--- src/rtl/prog_loader.sv ---
// Program-memory loader: takes a framed byte stream (A5, count, words MSB-first,
// checksum), writes the words into program memory from address 0 and keeps the
// CPU held until a frame with a good checksum has landed.
module prog_loader #(
  parameter int IW    = 24,
  parameter int PSIZE = 5
) (
  input  logic             clk,
  input  logic             reset,
  input  logic [7:0]       rx_data,
  input  logic             rx_valid,
  output logic             rx_ready,
  output logic             pm_we,
  output logic [PSIZE-1:0] pm_addr,
  output logic [IW-1:0]    pm_wdata,
  output logic             cpu_hold,
  output logic             done,
  output logic             error
);
  localparam int BPW = IW / 8;
  localparam int BW  = (BPW > 1) ? $clog2(BPW) : 1;
  localparam int CAP = 2 ** PSIZE;

  typedef enum logic [2:0] {
    S_IDLE, S_COUNT, S_DATA, S_CHECK, S_DONE, S_ERR
  } state_t;

  state_t           state, state_nx;
  logic [PSIZE:0]   word_cnt;   // PSIZE+1 bits so a full memory's worth fits
  logic [PSIZE:0]   word_idx;
  logic [PSIZE:0]   word_idx_inc;
  logic [BW-1:0]    byte_idx;
  logic [7:0]       sum;
  logic [IW-1:0]    asm_q;
  logic [IW-1:0]    asm_nx;
  logic [31:0]      n_ext;
  logic             acc, hdr, last_byte, last_word, count_bad, sum_ok;

  assign rx_ready     = (state != S_ERR);
  assign acc          = rx_valid && rx_ready;
  assign hdr          = acc && (rx_data == 8'hA5) && (state == S_IDLE || state == S_DONE);
  assign n_ext        = {24'd0, rx_data};
  assign count_bad    = (rx_data == 8'd0) || (n_ext > 32'(CAP));
  assign last_byte    = (byte_idx == BW'(BPW - 1));
  assign word_idx_inc = word_idx + (PSIZE+1)'(1);
  assign last_word    = (word_idx_inc == word_cnt);
  assign sum_ok       = ((sum + rx_data) == 8'd0);
  assign asm_nx       = (asm_q << 8) | IW'(rx_data);

  // The CPU runs only while a verified image is resident; done mirrors that.
  assign cpu_hold = (state != S_DONE);
  assign done     = (state == S_DONE);

  // State register
  always_ff @(posedge clk) begin
    if (reset) state <= S_IDLE;
    else       state <= state_nx;
  end

  // Next-state logic; ERR lasts one cycle so the source sees a single stall
  always_comb begin
    state_nx = state;
    unique case (state)
      S_IDLE:  if (hdr) state_nx = S_COUNT;
      S_COUNT: if (acc) state_nx = count_bad ? S_ERR : S_DATA;
      S_DATA:  if (acc && last_byte && last_word) state_nx = S_CHECK;
      S_CHECK: if (acc) state_nx = sum_ok ? S_DONE : S_ERR;
      S_DONE:  if (hdr) state_nx = S_COUNT;
      S_ERR:   state_nx = S_IDLE;
      default: state_nx = S_IDLE;
    endcase
  end

  // Word assembly, checksum accumulation, memory write port and sticky error
  always_ff @(posedge clk) begin
    if (reset) begin
      word_cnt <= '0;
      word_idx <= '0;
      byte_idx <= '0;
      sum      <= '0;
      asm_q    <= '0;
      pm_we    <= 1'b0;
      pm_addr  <= '0;
      pm_wdata <= '0;
      error    <= 1'b0;
    end else begin
      pm_we <= 1'b0;
      if (state == S_COUNT && acc) begin
        word_cnt <= (PSIZE+1)'(rx_data);
        word_idx <= '0;
        byte_idx <= '0;
        sum      <= '0;
      end
      if (state == S_DATA && acc) begin
        asm_q <= asm_nx;
        sum   <= sum + rx_data;
        if (last_byte) begin
          pm_we    <= 1'b1;
          pm_addr  <= word_idx[PSIZE-1:0];
          pm_wdata <= asm_nx;
          word_idx <= word_idx_inc;
          byte_idx <= '0;
        end else begin
          byte_idx <= byte_idx + BW'(1);
        end
      end
      if (hdr)
        error <= 1'b0;
      else if (state_nx == S_ERR && state != S_ERR)
        error <= 1'b1;
    end
  end

endmodule
--- config.mk ---
export PLATFORM = sky130hd
export DESIGN_NAME = prog_loader
export DESIGN_NICKNAME = d
export VERILOG_FILES = /design/src/rtl/prog_loader.sv
export SDC_FILE = /design/constraint.sdc
export NUM_CORES = 1
export LEC_CHECK = 0
export ABC_CLOCK_PERIOD_IN_PS = 5000
export BUFFER_PORTS_ARGS = -buffer_cell sky130_fd_sc_hd__buf_2
export CAP_MARGIN = 20
export CORE_MARGIN = 2
export CORE_UTILIZATION = 50
export DETAILED_ROUTE_END_ITERATION = 16
export PLACE_DENSITY = 0.8
export SLEW_MARGIN = 20
export SYNTH_ARGS = -nofsm -noshare
export SYNTH_HDL_FRONTEND = slang
export SYNTH_SLANG_ARGS = --single-unit
--- constraint.sdc ---
create_clock -name clk -period 5 [get_ports clk]
set_input_delay 0.5 -clock clk [delete_from_list [all_inputs] [get_ports clk]]
set_output_delay 0.5 -clock clk [all_outputs]
set_load 0.05 [all_outputs]
======== Word-level counts from Yosys, hierarchy flattened ========
Index checks and enable logic that the tools add are counted.
storage, ports and cells
  flip-flop bits (word level) ............. 72
  input bits .............................. 11
cells by class
  add/subtract/negate cells ............... 3
  order comparisons ....................... 1
  equal/unequal tests ..................... 10
  muxes and demuxes ....................... 16
  bitwise logic cells ..................... 2
  reduce and logical (&&, ||, !) cells .... 18
operators with widths
  cell                                                            count
  bitwise OR 24 x 8 -> 24 bit                                     1
  two-way mux 6 bit                                               3
  logical NOT 8 bit                                               2
  two-way mux 8 bit                                               2
  two-way mux 3 bit                                               5
  one-hot mux 3 bit (4 select lines)                              1
  adder 8 bit                                                     1
  equality test 8 bit (second input constant)                     1
  greater-than comparator 8 x 6 -> 1 bit (second input constant)  1
  logical AND 1 bit                                               8
  adder 6 x 1 -> 6 bit (second input constant)                    1
  equality test 3 x 2 -> 1 bit (second input constant)            2
  equality test 3 bit (second input constant)                     2
  equality test 6 bit                                             1
  two-way mux 2 bit                                               3
  != test 3 bit (second input constant)                           2
  OR reduction 2 bit                                              3
  equality test 3 x 1 -> 1 bit (second input constant)            1
  logical NOT 3 bit                                               1
  adder 2 x 1 -> 2 bit (second input constant)                    1
  equality test 2 bit (second input constant)                     1
  logical OR 1 bit                                                2
  two-way mux 1 bit                                               2
  AND reduction 2 bit                                             1
  other kinds (2)                                                 2

======== Longest topological paths before layout ========
Gate-level depths: netlist (run 1).
  depth after elaboration ................. 8
  mapped depth ............................ 8
  gate-level depth less buffers ........... 8

======== Worst setup path before layout (run 1) ========
Ideal clock, no wire load.
  path kind ............................... in2reg
  start ................................... in rx_data[0]
  end ..................................... reg error
  library setup time ...................... 0.120 ns
  arrival time ............................ 2.328 ns
  slack ................................... 2.553 ns
  cell stages on the path ................. 8
  buffers on the path ..................... 0
  cell sequence ........................... ha_1 -> fa_1 -> xor2_1 -> or3_1 -> a211o_1 -> a211oi_2 -> a31oi_1 -> o31a_1
between the ends
  cells in the longest elaborated chain, start to end .. 7
RTL lines
  what                                             RTL line  text
  start: declaration                               10        input logic [7:0] rx_data,
  adder 8 bit, or another cell as far along        47        assign sum_ok = ((sum + rx_data) == 8'd0);
  logical NOT 8 bit, or another cell as far along  47
  two-way mux 1 bit, or another cell as far along  67        S_CHECK: if (acc) state_nx = sum_ok ? S_DONE : S_ERR;
  two-way mux 3 bit (on tied branches)             n/a
  one-hot mux 3 bit (4 select lines)               63        unique case (state)
  equality test 3 bit                              109       else if (state_nx == S_ERR && state != S_ERR)
  logical AND 1 bit                                109
  end signal: assignment                           85        error <= 1'b0;
  end signal: assignment                           108       error <= 1'b0;
  end signal: assignment                           110       error <= 1'b1;
  end: declaration                                 18        output logic error
Parallel ways exist; a longest one is shown, timed or not.
A chain may end at the register's enable or synchronous reset.

======== Worst setup path in the final report (run 1) ========
  start ................................... reg state[1]
  end ..................................... reg error
between the ends
  cells in the longest elaborated chain, start to end .. 8
RTL lines
  what                                                RTL line    text
  start: declaration                                  28          state_t state, state_nx;
  start signal: assignment                            57          else state <= state_nx;
  != test 3 bit                                       39, 109
  logical AND 1 bit                                   40          assign acc = rx_valid && rx_ready;
  logical AND 1 bit (on tied branches) (2 in series)  41, 66
  two-way mux 3 bit (on tied branches)                64, 68, 66
  one-hot mux 3 bit (4 select lines)                  63
  equality test 3 bit                                 109
  logical AND 1 bit                                   109
Parallel ways exist; a longest one is shown, timed or not.

==> summary.md, run 1 <==
| Metric | Value |
|---|---|
| First-pass DRT Iterations | 4 |
| Max Fclk | 0.363 GHz |
| Synth Area per Inst | 8.08 µm² |
| Number of port buffers | 44 |
| Seq cells post-synth | 72 |
| Fin crit share | 55.1% |
| Synth cell types | 46 |
| Top post-synthesis cells by area | dfxtp_1 45%, nand2_1 13%, a21oi_1 9.3%, ha_1 3.2%, nor2_1 3.1% |
| Total Power | 1.13 mW |
| Cell Rows | 29 |
| Min-delay src | pm_wdata[19]$_SDFFE_PP0P_ |
| CP Max Fanout | 24 |
| WP data required | 5290 ps |
| TritonCTS clock tree | done |
| Total negative setup slack | 0 ps |
| Die X | 83.6 µm |
| Number of setup buffers added after CTS | 0 |
| Footprint of the multi-input gates | 0.00159 mm² |
| CTS Root Cell | clkbuf_8 |
| Setup violations, final | 0 |
| Setup Skew | 4.12 ps |
| Dpl hpwl | 4530 µm |
| Vias in the first global route | 2398 |
| Worst r2r path cells | 7 |
| Nets@finish | 443 |
| Diodes inserted | 0 |
| Synth warn | 0 |
| Final Wtd Congestion | 0.876 |
| Syn nets | 412 |
| Initial core utilization | 50.8% |
| Clk sinks | 72 |
| Hold violation count in the final report | 0 |
| Clock Tree Buf Depth | 2 |
| H-tree Lvls | 3 |
| Post-DRT Antenna Nets | 0 |
| GRT Util Overall | 19.7% |
| DRC | 0 |
| Worst min-delay path category | register to register |
| Global-route wire length before repair | 11100 µm |
| Pwr Density | 313 mW/mm² |
| Synthesized cell area | 0.00317 mm² |
| Final wirelength | 6670 µm |
| FF-to-FF End | error$_SDFFE_PP0P_ |
| Reg2reg start | state[1]$_SDFF_PP0_ |
| Status | finished clean |
| Post-CTS sizing | 0 |
| Die Ht | 83.6 µm |
| Max_slew headroom | 34.6% |
| Maxcap violations | 0 |
| Share of the synthesized area in the top cell type | 45.5% |
| Maximum VDD drop | 244 µV |
| Tmin final | 2760 ps |
| Iter 0 DRT Violations | 161 |
| Synth-to-Final Area Change | 13.9% |
| Setup Crit Path Kind | register to register |
| Die area | 0.00699 mm² |
| # hold bufs at CTS | 0 |
| Largest net degree at the start of global routing | 72 |
| CTS Buf Count | 9 |
| Leakage | 1.44 nW |
| FILL cells | 603 |
| Layout cells sized above 1 | 16.6% |
| Reg clk slew, reported paths | 70 ps |
| Initial antenna violation count | 0 |
| Post-synth top area cell | dfxtp_1 |
| Worst Setup End Kind | register |
| Io pins | 45 |
| Vias per inst | 5.31 |
| Core outline area | 0.00624 mm² |
| Post-synthesis sequential area ratio | 45.5% |
| Routed len/inst | 13.2 µm |
| Worst Hold End | pm_wdata[19]$_SDFFE_PP0P_ |
| WHS Path Cells | 2 |
| Synth Instances | 392 |
| FF-to-FF setup slack | 2240 ps |
| Worst slew pin tran | 980 ps |
| Unrepaired setup endpoints after global routing | no |
| GRT overflow | 0 |
| FF/Latch Area | 0.00144 mm² |
| CP Data Arrival Time | 3050 ps |
| Max-slew violations | 0 |
| Critical Path Source Type | register |
| Worst-Skew Late Latency | 340 ps |
| Routed vias | 2681 |
==> worst max-delay path by stage <==
| stage | slack [ps] | end | from |
|---|---|---|---|
| 6_report | 2240 | error$_SDFFE_PP0P_ | state[1]$_SDFF_PP0_ |
| 5_1_grt | 2000 | error$_SDFFE_PP0P_ | state[1]$_SDFF_PP0_ |
| 4_1_cts | 2170 | state[0]$_SDFF_PP0_ | state[1]$_SDFF_PP0_ |
| 3_5_place_dp | 2040 | state[0]$_SDFF_PP0_ | rx_valid |
| 3_3_place_gp | 2090 | error$_SDFFE_PP0P_ | rx_valid |
| 2_1_floorplan | 2550 | error$_SDFFE_PP0P_ | rx_data[0] |
==> metrics by stage <==
stage                     util, %  worst slack (ps)  hold WS, ps  instance area, µm²  instances
after floorplan                 -              2550          432                3170        392
after global placement       54.1              2090          442                3370        489
after detailed placement     54.1              2040          446                3370        489
after CTS                    57.8              2170          444                3610        505
after global routing         57.8              2000          447                3610        505
final                        57.8              2240          452                3610        505
==> report_power, final <==
group	switching (mW)	internal (mW)
sequential	0.0000898	0.573
clock	0.201	0.322
combinational	0.0247	0.00985
==> registers in the layout, indices dropped and copies added (netlist names) <==
| signal | cells |
|---|---|
| pm_we | 1 |
| pm_addr | 5 |
| sum | 8 |
| state | 3 |
| pm_wdata | 24 |
| error | 1 |
| word_cnt | 6 |
| asm_q | 16 |
| word_idx | 6 |
| byte_idx | 2 |
==> layout make-up <==
type                    instances  share of cell area (%)
multi-input cells             291                    44.1
flip-flops and latches         72                    39.9
repair buffers                 46                    6.52
clock buffers                  14                    4.79
well taps                      77                    2.67
clock inverters                 2                    1.66
inverters                       3                   0.312
==> critical path, cell delays in order, from the launching register on <==
cell and delay [ps]:
dfxtp_1 470, and4bb_2 580, nand3_1 550, buf_4 410
nor4_1 290, a31oi_1 140, nand2_1 120, o31a_1 130
==> metal layers <==
| metal | vias up | wire [µm] | track usage [%] |
|---|---|---|---|
| met5 | - | 0 | 0 |
| met4 | 0 | 116 | 7.18 |
| met3 | 13 | 421 | 6.33 |
| met2 | 70 | 3150 | 31.9 |
| met1 | 1214 | 2970 | 24.6 |
| li1 | 1384 | - | - |
==> cell families after synthesis <==
logic type      share of synthesized area, %
fa+ha+maj                               3.79
simple gates                            23.6
flops                                   45.5
xor+xnor                                4.58
mux                                     2.25
buf+inv                                 4.34
compound gates                          15.9
==> synthesized netlist by cell type, drive strengths merged <==
master,n
o21bai,3
or2,2
inv,3
a211oi,4
nor4b,1
o21a,3
nor4,2
ha,8
or4,2
nand3b,1
buf,8
a21oi,59
o31ai,3
or3,2
a21boi,1
nor2,26
o211ai,1
nor3b,1
or4b,1
and2b,1
and4bb,1
nand4,1
nor2b,1
o31a,1
nor3,5
xor2,10
a21o,1
mux2i,6
a211o,1
nand2,109
a31oi,6
xnor2,4
fa,1
clkbuf,18
nand3,15
xnor3,1
o21ai,4
and3,2
dfxtp,72
mux2,1
==> cell usage in the layout, fill, tap and decap left out, drive strengths merged, types with 6 or more instances in the layout <==
master  instances
nor2           26
a21oi          59
xor2           10
nand2         109
mux2i           6
ha              8
buf            46
nand3          15
a31oi           6
dfxtp          72
clkbuf         14
Note: power is estimated with default switching activity, not from simulation.
==> run 2, diff against run 1 <==
--- a/config.mk
+++ b/config.mk
@@ -5,7 +5,7 @@
 export SDC_FILE = /design/constraint.sdc
 export NUM_CORES = 1
 export LEC_CHECK = 0
-export ABC_CLOCK_PERIOD_IN_PS = 5000
+export ABC_CLOCK_PERIOD_IN_PS = 2810
 export BUFFER_PORTS_ARGS = -buffer_cell sky130_fd_sc_hd__buf_2
 export CAP_MARGIN = 20
 export CORE_MARGIN = 2
==> constraint.sdc (replaced) <==
create_clock -name clk -period 2.81 [get_ports clk]
set_input_delay 0.281 -clock clk [delete_from_list [all_inputs] [get_ports clk]]
set_output_delay 0.281 -clock clk [all_outputs]
set_load 0.05 [all_outputs]
==> run 2 against run 1 <==
- via count is 2.8% higher
- sequential power up 78%
- wire length rose by 3.0%
- critical endpoint unchanged
- largest power group unchanged
- hold slack lost 210 ps
- critical path type unchanged
==> summary.md, run 2 (synthesized netlist as in run 1, its figures left out) <==
| Metric | Value |
|---|---|
| Status | finished clean |
| Routed vias | 2757 (+2.8%) |
| CP Data Arrival Time | 2580 ps (-470 ps) |
| Iter 0 DRT Violations | 149 (-7.5%) |
| # hold bufs at CTS | 0 (unchanged) |
| Final wirelength | 6870 µm (+3.0%) |
| H-tree Lvls | 3 (unchanged) |
| Nets@finish | 447 (+0.90%) |
| Vias in the first global route | 2585 (+7.8%) |
| Maximum VDD drop | 391 µV (+60%) |
| Worst r2r path cells | 8 (+1) |
| Worst-Skew Late Latency | 340 ps (about the same) |
| Clock Tree Buf Depth | 2 (unchanged) |
| Max_slew headroom | 60.8% (+26 points) |
| Max FFs per register | 24 (unchanged) |
| Leakage | 1.45 nW (+0.58%) |
| Critical Path Source Type | register |
| Core outline area | 0.00624 mm² (unchanged) |
| Synth-to-Final Area Change | 14.4% |
| FF/Latch Area | 0.00144 mm² (unchanged) |
| Total negative setup slack | 0 ps (unchanged) |
| Die X | 83.6 µm (unchanged) |
| Place WS | 312 ps (-1730 ps) |
| Number of port buffers | 44 (unchanged) |
| Footprint of the multi-input gates | 0.00159 mm² (about the same) |
| Initial core utilization | 50.8% (unchanged) |
| First-pass DRT Iterations | 4 (unchanged) |
| Diodes inserted | 0 (unchanged) |
| CP Max Fanout | 2 (-92%) |
| Dpl hpwl | 4570 µm (+1.0%) |
| CTS Buf Count | 9 (unchanged) |
| Most frequent cells in the layout | 109 x nand2_1, 72 x dfxtp_1, 59 x a21oi_1 |
| DRC | 0 (unchanged) |
| Setup Skew | 8.04 ps (+3.92 ps) |
| Hold violation count in the final report | 0 (unchanged) |
| Post-DRT Antenna Nets | 0 (unchanged) |
| Layout cells sized above 1 | 17.4% (+0.77 points) |
| Final setup margin | 465 ps (-1780 ps) |
| Cell Rows | 29 (unchanged) |
| Max Fclk | 0.426 GHz (+18%) |
| WHS Path Cells | 3 (+1) |
| Post-CTS sizing | 0 (unchanged) |
| Worst slew pin tran | 587 ps (-393 ps) |
| Routed len/inst | 13.5 µm (+2.2%) |
| Reg clk slew, reported paths | 80 ps (about the same) |
| GRT Util Overall | 21.1% (+1.4 points) |
| Unrepaired setup endpoints after global routing | no |
| Initial antenna violation count | 0 (unchanged) |
| Largest Register | pm_wdata |
| FILL cells | 608 (+0.83%) |
| Fin crit share | 83.5% (+28 points) |
| Setup Crit Path Kind | register to register |
| Final Wtd Congestion | 0.893 (+2.0%) |
| Biggest regs | pm_wdata: 24 flops, asm_q: 16 flops, sum: 8 flops |
| Clk sinks | 72 (unchanged) |
| Maxcap violations | 0 (unchanged) |
| Tmin final | 2350 ps (-412 ps) |
| Io pins | 45 (unchanged) |
| Worst Setup End Kind | register |
| Die Ht | 83.6 µm (unchanged) |
| Pwr Density | 548 mW/mm² (+75%) |
| WP data required | 3050 ps (-2240 ps) |
| Setup violations, final | 0 (unchanged) |
| Number of setup buffers added after CTS | 0 (unchanged) |
| Die area | 0.00699 mm² (unchanged) |
| CTS Root Cell | clkbuf_8 |
| GRT overflow | 0 (unchanged) |
| Global-route wire length before repair | 11800 µm (+5.9%) |
| TritonCTS clock tree | done |
| Worst min-delay path category | input port to register |
| Max-slew violations | 0 (unchanged) |
| Commonest non-fill, non-tap cell in the layout | nand2_1 |
| Largest net degree at the start of global routing | 58 (-19%) |
| Vias per inst | 5.42 (+2.0%) |
==> run 2: per-layer routing <==
| layer | vias up | wire [µm] | GRT usage (%) |
|---|---|---|---|
| li1 | 1394 | - | - |
| met1 | 1284 | 3150 | 26.2 |
| met2 | 67 | 3290 | 34.0 |
| met3 | 12 | 295 | 4.15 |
| met4 | 0 | 138 | 12.5 |
| met5 | - | 0 | 0 |
==> run 2: area by class of cell <==
type / instances / area share (%)
Timing Repair Buffer: 50 / 7.32
Sequential cell: 72 / 39.8
Clock inverter: 5 / 2.21
Clock buffer: 11 / 3.90
Tap cell: 77 / 2.66
Inverter: 3 / 0.311
Multi-Input combinational cell: 291 / 43.9
==> run 2: through the flow <==
step	cells	total power, mW	utilization [%]	instance area (µm²)	hold WS (ps)
final	509	1.99	58.1	3630	243
after detailed placement	493	1.10	54.6	3400	447
after global routing	509	2.07	58.1	3630	242
after floorplan	392	1.08	-	3170	415
after CTS	509	2.01	58.1	3630	227
after global placement	493	1.10	54.6	3400	442
==> run 2: power by group <==
group	internal (mW)	switching [mW]	leakage, nW
combinational	0.0175	0.0438	0.761
sequential	1.02	0.000156	0.580
clock	0.523	0.383	0.106
==> run 2: final timing paths <==
kind	endpoint	slack, ps	start
worst max-delay path	error$_SDFFE_PP0P_	460	sum[0]$_SDFFE_PP0P_
worst min-delay path	pm_wdata[4]$_SDFFE_PP0P_	240	rx_data[4]
worst max register to register	error$_SDFFE_PP0P_	460	sum[0]$_SDFFE_PP0P_
worst min register to register	pm_wdata[22]$_SDFFE_PP0P_	450	asm_q[14]$_SDFFE_PP0P_
==> run 2: critical path, cell delays in order (launching register included) <==
cell and delay, ps:
dfxtp_1 310, ha_1 210, fa_1 410, xor2_1 190, or3_1 320, a211o_1 240, a211oi_2 190, a31oi_1 130
o31a_1 240
==> run 3, diff against run 2 <==
--- a/config.mk
+++ b/config.mk
@@ -5,7 +5,8 @@
 export SDC_FILE = /design/constraint.sdc
 export NUM_CORES = 1
 export LEC_CHECK = 0
-export ABC_CLOCK_PERIOD_IN_PS = 2810
+export ABC_AREA = 1
+export ABC_CLOCK_PERIOD_IN_PS = 2400
 export BUFFER_PORTS_ARGS = -buffer_cell sky130_fd_sc_hd__buf_2
 export CAP_MARGIN = 20
 export CORE_MARGIN = 2
==> constraint.sdc (replaced) <==
create_clock -name clk -period 2.4 [get_ports clk]
set_input_delay 0.24 -clock clk [delete_from_list [all_inputs] [get_ports clk]]
set_output_delay 0.24 -clock clk [all_outputs]
set_load 0.05 [all_outputs]
==> run 3 against run 2 <==
- wire length is 7.9% higher
- clock skew is 1.1 ps higher
- count of clock-buffer cells in the layout is 2 lower
- via count is 8.2% higher
- global-route usage is 0.82 points higher
==> summary.md, run 3 <==
| Metric | Value |
|---|---|
| Status | finished clean |
| Clock Tree Buf Depth | 2 (unchanged) |
| Critical Path Source Type | register |
| Vias in the first global route | 2756 (+6.6%) |
| First-pass DRT Iterations | 4 (unchanged) |
| Synth cell types | 31 (-33%) |
| Unrepaired setup endpoints after global routing | no |
| Global-route wire length before repair | 12400 µm (+5.4%) |
| Max FFs per register | 24 (unchanged) |
| Die X | 83.9 µm (+0.39%) |
| WP data required | 2680 ps (-370 ps) |
| Die area | 0.00705 mm² (+0.79%) |
| DRC | 0 (unchanged) |
| Share of the synthesized area in the top cell type | 45.1% (-0.37 points) |
| Seq cells post-synth | 72 (unchanged) |
| Initial antenna violation count | 0 (unchanged) |
| Dpl hpwl | 5220 µm (+14%) |
| Worst Setup End Kind | register |
| Fin crit share | 82.4% (-1.1 points) |
| Nets@finish | 502 (+12%) |
| Clk sinks | 72 (unchanged) |
| Top_reg_cell synth | dfxtp_1 |
| Leakage | 1.65 nW (+14%) |
| Pwr Density | 642 mW/mm² (+17%) |
| Top post-synthesis cells by area | dfxtp_1 45%, nand2_1 11%, a21oi_1 8.1%, o21ai_0 6.1%, inv_1 5.6% |
| Synth Area per Inst | 7.30 µm² (-9.8%) |
| Worst-Skew Late Latency | 350 ps (about the same) |
| CTS Root Cell | clkbuf_8 |
| P_sw | 0.558 mW (+31%) |
| Routed len/inst | 13.1 µm (-2.7%) |
| Diodes inserted | 0 (unchanged) |
| Max_slew headroom | 66.7% (+5.9 points) |
| CP Data Arrival Time | 2260 ps (-320 ps) |
| Largest Register | pm_wdata |
| Synth Instances | 438 (+12%) |
| Hold violation count in the final report | 0 (unchanged) |
| TritonCTS clock tree | done |
| Biggest regs | pm_wdata: 24 flops, asm_q: 16 flops, sum: 8 flops |
| Routed vias | 2982 (+8.2%) |
| Die Ht | 83.9 µm (+0.39%) |
| Number of port buffers | 44 (unchanged) |
| Min-delay src | rx_data[7] |
| Post-synth top area cell | dfxtp_1 |
| Number of flops mapped to enable cells by yosys | 0 (unchanged) |
| Io pins | 45 (unchanged) |
| Layout cells sized above 1 | 16.6% (-0.73 points) |
| Setup Skew | 9.14 ps (+1.10 ps) |
| Count leader, synth | nand2_1 |
| CTS Buf Count | 9 (unchanged) |
| Initial core utilization | 50.9% (+0.13 points) |
| Core outline area | 0.00628 mm² (+0.58%) |
| Most frequent cells in the layout | 97 x nand2_1, 72 x dfxtp_1, 52 x a21oi_1 |
| Worst min-delay path category | input port to register |
| Cell Rows | 29 (unchanged) |
| GRT Util Overall | 21.9% (+0.82 points) |
| Post-CTS sizing | 0 (unchanged) |
| Maxcap violations | 0 (unchanged) |
| Total negative setup slack | 0 ps (unchanged) |
| Commonest non-fill, non-tap cell in the layout | nand2_1 |
| Post-DRT Antenna Nets | 0 (unchanged) |
| Number of setup buffers added after CTS | 0 (unchanged) |
| Clock network power share | 46.0% (+0.4 points) |
| Synth warn | 0 (unchanged) |
| # hold bufs at CTS | 0 (unchanged) |
| Max Fclk | 0.506 GHz (+19%) |
| GRT overflow | 0 (unchanged) |
| Most frequent cells after synthesis | 97 x nand2_1, 72 x dfxtp_1, 52 x a21oi_1, 48 x inv_1, 39 x o21ai_0 |
| Sequential power share | 50.4% (-0.9 points) |
| Asr flop ratio synth | 0% (unchanged) |
| Cells after DPL | 548 (+11%) |
| Reg clk slew, reported paths | 80 ps (about the same) |
| Largest net degree at the start of global routing | 44 (-24%) |
| H-tree Lvls | 3 (unchanged) |
| Worst slew pin tran | 499 ps (-87.9 ps) |
| Vias per inst | 5.29 (-2.4%) |
| Final Wtd Congestion | 0.959 (+7.4%) |
| Maximum VDD drop | 478 µV (+22%) |
| Cell Count, Final, Fillers Out | 564 (+11%) |
| Syn nets | 458 (+11%) |
| Setup violations, final | 0 (unchanged) |
| Pint | 1.81 mW (+16%) |
| Reg2reg start | state[2]$_SDFF_PP0_ |
| FILL cells | 569 (-6.4%) |
| Sw frac | 23.5% (+2.0 points) |
| Logic pwr share | 3.6% (+0.5 points) |
| Critical path startpoint | state[2]$_SDFF_PP0_ |
| Synth-to-Final Area Change | 15.5% |
| Tmin final | 1980 ps (-368 ps) |
| Synthesized cell area | 0.00320 mm² (+0.83%) |
| Iter 0 DRT Violations | 200 (+34%) |
| Setup Crit Path Kind | register to register |
| Max-slew violations | 0 (unchanged) |
| Post-synthesis sequential area ratio | 45.1% (-0.37 points) |
| Final wirelength | 7410 µm (+7.9%) |
| CP Max Fanout | 28 (+26) |
==> run 3: cell count changes in the layout (fill, tap and decap cells not counted), sizes merged, moves of 6 or more <==
| cell | before | now |
|---|---|---|
| a21oi | 59 | 53 |
| xor2 | 10 | 3 |
| inv | 3 | 55 |
| o21ai | 4 | 40 |
| nand3 | 15 | 32 |
| nor2 | 26 | 39 |
| nand2 | 109 | 100 |
| mux2i | 6 | 0 |
==> run 3: area by class of cell <==
type | count | area [µm²] | area share, %
clock buffer | 9 | 124 | 3.35
clock inverter | 7 | 101 | 2.74
inverter | 53 | 199 | 5.39
multi-input combinational | 297 | 1470 | 39.9
sequential | 72 | 1440 | 39.0
tap | 77 | 96.3 | 2.61
timing repair buffer | 49 | 258 | 6.98
==> run 3: power groups by stage <==
stage	Sequential [mW]	Combinational [mW]	Clock, mW
floorplan	1.22	0.0505	0
global placement	1.22	0.0840	0
detailed placement	1.22	0.0849	0
CTS	1.19	0.0852	1.10
global route	1.19	0.0946	1.16
finish	1.19	0.0858	1.09
==> run 3: metal layers <==
metal	wire length, µm	global-route usage, %
met3	398	5.93
met1	3380	28.9
met5	0	0
met2	3460	33.7
met4	169	9.82
==> run 3: cells by family (layout without fill, tap and decap cells) <==
kind of cell | count (synthesis) | in the layout | synth area share (%)
simple gates | 180 | 180 | 23.8
compound gates | 104 | 104 | 17.2
flops | 72 | 72 | 45.1
buf+inv | 69 | 118 | 8.81
fa+ha+maj | 9 | 9 | 3.76
xor+xnor | 4 | 4 | 1.33
==> run 3: path summary, 6_finish.rpt <==
path              cells after the start  slack (ps)                        end
hold / removal                        3         200   pm_wdata[7]$_SDFFE_PP0P_
hold reg to reg                       2         470  pm_wdata[16]$_SDFFE_PP0P_
setup reg to reg                      7         420  pm_wdata[22]$_SDFFE_PP0P_
setup / recovery                      7         420  pm_wdata[22]$_SDFFE_PP0P_
==> run 3: per-stage QoR <==
stage	hold slack (ps)	utilization [%]	total power [mW]	area, µm²	setup WS (ps)
after floorplan	331	-	1.27	3200	542
after global placement	448	55.2	1.31	3470	456
after detailed placement	456	55.2	1.31	3470	383
after CTS	201	58.8	2.37	3690	420
after global routing	207	58.8	2.45	3690	201
final	205	58.8	2.37	3690	423
==> run 3: worst max-delay path, cell delays in order, from the launching register on <==
cell	delay, ps
dfxtp_1	360
inv_2	80
nand2_2	80
nor2_4	330
nand2_1	320
inv_2	410
nand2_1	140
a21oi_1	180
